<file path="config.mk">
export PLATFORM = sky130hd
export DESIGN_NAME = ahb_burst_seq
export DESIGN_NICKNAME = d
export VERILOG_FILES = /design/src/rtl/ahb_seq_pkg.sv /design/src/rtl/ahb_seq_addr_gen.sv /design/src/rtl/ahb_burst_seq.sv
export SDC_FILE = /design/constraint.sdc
export NUM_CORES = 1
export LEC_CHECK = 0
export ABC_AREA = 1
export BUFFER_PORTS_ARGS = -buffer_cell sky130_fd_sc_hd__buf_2
export CAP_MARGIN = 20
export CORE_MARGIN = 2
export CORE_UTILIZATION = 43
export DETAILED_ROUTE_END_ITERATION = 8
export PLACE_DENSITY = 0.78
export SKIP_CTS_REPAIR_TIMING = 1
export SYNTH_ARGS = -nofsm -noshare
export SYNTH_HDL_FRONTEND = slang
export SYNTH_SLANG_ARGS = --single-unit
export TNS_END_PERCENT = 10
</file>
<file path="constraint.sdc">
create_clock -name hclk -period 2.6 [get_ports hclk]
set_input_delay 0.39 -clock hclk [delete_from_list [all_inputs] [get_ports hclk]]
set_output_delay 0.39 -clock hclk [all_outputs]
set_load 0.05 [all_outputs]
</file>
<file path="src/rtl/ahb_seq_pkg.sv">
// Shared types and constants for the AHB burst sequencer.
// Holds the FSM state encoding, transfer-size codes and the 1 KB address window mask.
package ahb_seq_pkg;

   typedef enum logic [1:0] {
      IDLE  = 2'd0,
      ISSUE = 2'd1,
      DRAIN = 2'd2
   } state_t;

   localparam logic [2:0] SIZE_BYTE = 3'd0;
   localparam logic [2:0] SIZE_HALF = 3'd1;
   localparam logic [2:0] SIZE_WORD = 3'd2;

   localparam logic [9:0] KB_MASK = 10'h3FF;

   // Sizes wider than the 32-bit data path collapse to a word.
   function automatic logic [2:0] clamp_size(input logic [2:0] size);
      return (size > SIZE_WORD) ? SIZE_WORD : size;
   endfunction

endpackage

</file>
<file path="src/rtl/ahb_seq_addr_gen.sv">
// Burst address arithmetic: aligns the start address to the beat size and
// steps the current address by one beat, wrapping inside the 1 KB window.
module ahb_seq_addr_gen
   import ahb_seq_pkg::*;
(
   input  logic [31:0] start_addr,
   input  logic [1:0]  start_size,
   input  logic [31:0] cur_addr,
   input  logic [1:0]  step_size,
   output logic [31:0] start_aligned,
   output logic [31:0] next_addr
);

   logic [9:0] step;
   logic [9:0] low_next;

   always_comb begin
      start_aligned = start_addr;
      case (start_size)
         SIZE_HALF[1:0]: start_aligned = {start_addr[31:1], 1'b0};
         SIZE_WORD[1:0]: start_aligned = {start_addr[31:2], 2'b00};
         default:        start_aligned = start_addr;
      endcase
   end

   // Upper bits never carry: the burst stays inside the starting 1 KB page.
   assign step      = 10'd1 << step_size;
   assign low_next  = (cur_addr[9:0] + step) & KB_MASK;
   assign next_addr = {cur_addr[31:10], low_next};

endmodule

</file>
<file path="src/rtl/ahb_burst_seq.sv">
// Expands one burst descriptor into single-beat ahb_bus requests, streaming
// write data in and read responses out, one burst in flight at a time.
module ahb_burst_seq
   import ahb_seq_pkg::*;
#(
   parameter int LEN_W = 4
) (
   input  logic             hclk,
   input  logic             hreset,
   input  logic             cmd_vld_i,
   output logic             cmd_rdy_o,
   input  logic             cmd_wr_i,
   input  logic [31:0]      cmd_addr_i,
   input  logic [2:0]       cmd_size_i,
   input  logic [LEN_W-1:0] cmd_len_i,
   input  logic             wdat_vld_i,
   output logic             wdat_rdy_o,
   input  logic [31:0]      wdat_i,
   output logic             rdat_vld_o,
   input  logic             rdat_rdy_i,
   output logic [31:0]      rdat_o,
   output logic             rdat_last_o,
   output logic             done_o,
   output logic             din_vld_o,
   input  logic             din_rdy_i,
   output logic             wr_en_o,
   output logic             rd_en_o,
   output logic [2:0]       data_size_o,
   output logic [31:0]      addr_o,
   output logic [31:0]      wdata_o,
   input  logic             dout_vld_i,
   input  logic [31:0]      rdata_i,
   output logic             dout_rdy_o
);

   state_t           state;
   state_t           state_nxt;
   logic             done_nxt;
   logic             done_q;
   logic             wr_q;
   logic [2:0]       size_q;
   logic [LEN_W-1:0] len_q;
   logic [31:0]      addr_q;
   logic [LEN_W-1:0] issue_cnt;
   logic [LEN_W-1:0] resp_cnt;

   logic [2:0]       size_in;
   logic [31:0]      addr_start;
   logic [31:0]      addr_next;
   logic             accept;
   logic             issuing;
   logic             rd_active;
   logic             beat_hs;
   logic             resp_hs;
   logic             last_issue;
   logic             last_resp;

   assign size_in = clamp_size(cmd_size_i);

   ahb_seq_addr_gen u_addr_gen (
      .start_addr    (cmd_addr_i),
      .start_size    (size_in[1:0]),
      .cur_addr      (addr_q),
      .step_size     (size_q[1:0]),
      .start_aligned (addr_start),
      .next_addr     (addr_next)
   );

   // Reset masks every output at once so an abandoned burst goes quiet in its reset cycle.
   assign issuing   = (state == ISSUE) && !hreset;
   assign rd_active = ((state == ISSUE) || (state == DRAIN)) && !wr_q && !hreset;
   assign cmd_rdy_o = (state == IDLE) && !hreset;
   assign accept    = cmd_vld_i && cmd_rdy_o;

   assign din_vld_o   = issuing && (wr_q ? wdat_vld_i : 1'b1);
   assign wdat_rdy_o  = issuing && wr_q && din_rdy_i;
   assign wdata_o     = (issuing && wr_q) ? wdat_i : 32'd0;
   assign wr_en_o     = issuing && wr_q;
   assign rd_en_o     = issuing && !wr_q;
   assign addr_o      = issuing ? addr_q : 32'd0;
   assign data_size_o = issuing ? size_q : 3'd0;

   assign dout_rdy_o  = rd_active && rdat_rdy_i;
   assign rdat_vld_o  = rd_active && dout_vld_i;
   assign rdat_o      = rd_active ? rdata_i : 32'd0;
   assign rdat_last_o = rd_active && (resp_cnt == len_q);
   assign done_o      = done_q;

   assign beat_hs    = din_vld_o && din_rdy_i;
   assign resp_hs    = rd_active && dout_vld_i && rdat_rdy_i;
   assign last_issue = beat_hs && (issue_cnt == len_q);
   assign last_resp  = resp_hs && (resp_cnt == len_q);

   always_comb begin
      state_nxt = state;
      done_nxt  = 1'b0;
      case (state)
         IDLE: begin
            if (accept) state_nxt = ISSUE;
         end
         ISSUE: begin
            // A read whose last response lands with its last issue skips DRAIN.
            if (last_issue) begin
               if (wr_q || last_resp) begin
                  state_nxt = IDLE;
                  done_nxt  = 1'b1;
               end else begin
                  state_nxt = DRAIN;
               end
            end
         end
         DRAIN: begin
            if (last_resp) begin
               state_nxt = IDLE;
               done_nxt  = 1'b1;
            end
         end
         default: state_nxt = IDLE;
      endcase
   end

   always_ff @(posedge hclk) begin
      if (hreset) begin
         state     <= IDLE;
         done_q    <= 1'b0;
         issue_cnt <= '0;
         resp_cnt  <= '0;
      end else begin
         state  <= state_nxt;
         done_q <= done_nxt;
         if (accept) begin
            issue_cnt <= '0;
            resp_cnt  <= '0;
         end else begin
            if (beat_hs) issue_cnt <= issue_cnt + LEN_W'(1);
            if (resp_hs) resp_cnt  <= resp_cnt + LEN_W'(1);
         end
      end
   end

   // Descriptor fields carry no reset; every use is qualified by the FSM state.
   always_ff @(posedge hclk) begin
      if (accept) begin
         wr_q   <= cmd_wr_i;
         size_q <= size_in;
         len_q  <= cmd_len_i;
         addr_q <= addr_start;
      end else if (beat_hs) begin
         addr_q <= addr_next;
      end
   end

endmodule

</file>
==> flow_summary.toml <==
[status]
status = "completed"

[global_routing]
grt_max_degree = 38
met3_usage_pct = 4.15
grt_pass1_vias = 3334
track_usage_pct = 21.3
grtUsageMet1_pct = 25.1
use_met2_pct = 39.6
top_usage_layer = "met2"
antenna_found_initial = 0
grt_pass1_wl_um = 14800
grt_overflow = 0

[critical_path]
worst-endpoint-arrival_ns = 2.03
cpPeakStageDelay_ns = 0.33
path_max_fanout = 17
cp_cell_sequence = "inv_1, ha_1, inv_1, nor2_1, inv_1, nor2_4, clkinvlp_4, buf_4, nor2_1, buf_2"
endpoint_kind = "output pin"
critPathKind = "reg -> out"
worst_path_most_repeated_cell = "inv_1"
worstSetupStartpointType = "flop"
cp_num_buf_inv = 6
cp_top_family = "buffers and inverters"
setup.worst_path.start = "state[1]"
crit_required_ns = 2.21
slowest_stage = "dfxtp_1"
r2r-start = "size_q[0]"

[placed_design]
portBuffers = 218
dpl.hpwl_um = 7660
gp_congestion = 0.837
place_area_sq_um = 4570
placed_cells = 811

[timing]
tns_ns = 0
maxSlewViolCount = 0
finalCritPeriodShare_pct = 92.9
max_freq_mhz = 414
fin_skew_ns = 0.00610
fin_crit_ns = 2.42
setup_viol = 0
whs_ns = 0.264
final_hold_viol_count = 0

[routing]
via_per_inst = 4.42
vias = 3641
first_pass_iters = 4
drt_iter0_drc = 135
wl_per_cell_um = 11.6
drt-total-wl_um = 9590
drt_drc_violations_left = 0
postRouteAntennaNets = 0

[floorplanning]
start_util_pct = 44.0
die_h_um = 92.5
ios = 219
core_sq_um = 7650
num_rows = 32
die_w_um = 92.5
die-area_sq_um = 8560

[synthesis]
synth_area_sq_um = 3370
synthesis.nets = 623
ys_ff_latch = 51
synth.avg_cell_area_sq_um = 6.72
synth.distinct_cells = 31
yosysSeqAreaShare_pct = 42.2
yosysWarnings = 0
synth_cells = 501

[clock_network]
clock_path_buffers = 2
clkTransAtPathRegs_ns = 0.09
cts_tree = "yes"
numCtsBuffers = 5
root_buffer = "clkbuf_8"
clock_latency_ns = 0.30
cts.sinks = 51
htreeDepth = 2

[run]
maxCapViolCount = 0

[final_layout]
utilization_pct = 61.7
final_layout_size_suffix_gt1_share_pct = 34.1
final_cell_area_sq_um = 4720
finalNonFillerCells = 823
fin_nets = 842
fillers = 713
antenna_cells = 0
layout-area-overhead-vs-synth_pct = 40.2

[min_path]
hp-start = "cmd_len_i[3]"
min_path_type = "in -> reg"

[pwr]
p_leak_nw = 3.01
power_density_nw_per_um2 = 516
max-vdd-ir-drop_mv = 0.307
==> worst paths after layout <==
check	to	depth (start not counted)	slack, ns
worst max register to register	addr_q[6]	11	0.55
worst min register to register	state[1]	2	0.49
worst max-delay path	wdata_o[14]	10	0.18
worst min-delay path	len_q[3]	1	0.26
==> flip-flops by register name, indices dropped and copies added (netlist names) <==
name       count
len_q          4
state          2
wr_q           1
issue_cnt      4
addr_q        32
resp_cnt       4
size_q         3
done_o         1
==> cells in the final DEF, fill, tap and decap left out, drive strengths merged <==
| cell | netlist | final |
|---|---|---|
| buf | 9 | 224 |
| inv | 157 | 157 |
| nor2 | 146 | 146 |
| nand2 | 64 | 64 |
| edfxtp | 40 | 40 |
| nand3 | 14 | 14 |
| a21oi | 13 | 13 |
| o21ai | 12 | 12 |
| dfxtp | 11 | 11 |
| ha | 10 | 10 |
| clkbuf | 5 | 6 |
| nand4 | 4 | 4 |
| nor3 | 3 | 3 |
| a31oi | 2 | 2 |
| clkinv | 1 | 2 |
| clkinvlp | 0 | 2 |
| nor3b | 2 | 2 |
| xor2 | 2 | 2 |
| xnor2 | 1 | 1 |
| or2 | 1 | 1 |
| o211ai | 1 | 1 |
| o21a | 1 | 1 |
| fa | 1 | 1 |
| bufinv | 0 | 1 |
| conb | 1 | 1 |
==> through the flow <==
stage	setup WS [ns]	total power, mW
finish	0.183	2.43
global route	-0.000131	2.56
CTS	0.0451	2.44
detailed placement	0.380	1.89
global placement	0.503	1.87
floorplan	-0.0226	1.64
==> metal layers <==
layer | vias to the layer above | wire (um)
li1 | 1879 | -
met1 | 1608 | 3720
met2 | 148 | 5070
met3 | 6 | 735
met4 | 0 | 64
met5 | - | 0
==> worst register-to-register path: stages, from the launching register on <==
cell	delay (ns)
edfxtp_1	0.44
nor2_1	0.13
ha_1	0.17
inv_1	0.06
fa_1	0.35
inv_1	0.09
nand3_1	0.10
nand2_1	0.10
nand2_1	0.08
nor2_1	0.14
nor2_1	0.05
o21ai_0	0.18
==> cells in the mapped netlist <==
master,n,area share [%]
inv_1,155,17
nor2_1,144,16
nand2_1,63,7.0
edfxtp_1,40,36
a21oi_1,12,1.8
dfxtp_1,11,6.5
nand3_1,11,1.6
o21ai_0,11,1.6
ha_1,10,3.7
buf_2,9,1.3
clkbuf_1,5,0.56
nand3_2,3,0.89
nand4_1,3,0.56
nor3_1,3,0.45
a31oi_1,2,0.37
inv_2,2,0.22
nor3b_1,2,0.45
xor2_1,2,0.52
a21oi_2,1,0.26
clkinv_1,1,0.11
conb_1,1,0.11
fa_1,1,0.59
nand2_4,1,0.33
nand4_2,1,0.37
nor2_2,1,0.19
nor2_4,1,0.33
o211ai_1,1,0.22
o21a_1,1,0.22
o21ai_1,1,0.15
or2_2,1,0.19
xnor2_1,1,0.26
==> layout make-up <==
cell class                      instances  area, sq um  area share [%]
Clock buffer                            5         68.8            1.46
Clock inverter                          3         42.5           0.901
Inverter                              158          597            12.6
Multi-Input combinational cell        278         1300            27.5
Sequential cell                        51         1420            30.1
Tap cell                              102          128            2.70
Timing Repair Buffer                  225         1160            24.5
Timing Repair inverter                  1         7.51           0.159
==> power by group <==
group | total (mW) | switching [mW] | internal [mW]
Clock | 0.552 | 0.265 | 0.287
Sequential | 0.995 | 0.0331 | 0.962
Combinational | 0.887 | 0.647 | 0.240
==> logic make-up after synthesis <==
logic type,count (synthesis),share of synthesized area [%]
other cells,1,0.111
fa+ha+maj,11,4.31
xor+xnor,3,0.780
simple gates,234,28.5
buf+inv,172,19.5
flops,51,42.2
compound gates,29,4.64
(Power assumes the default switching activity.)
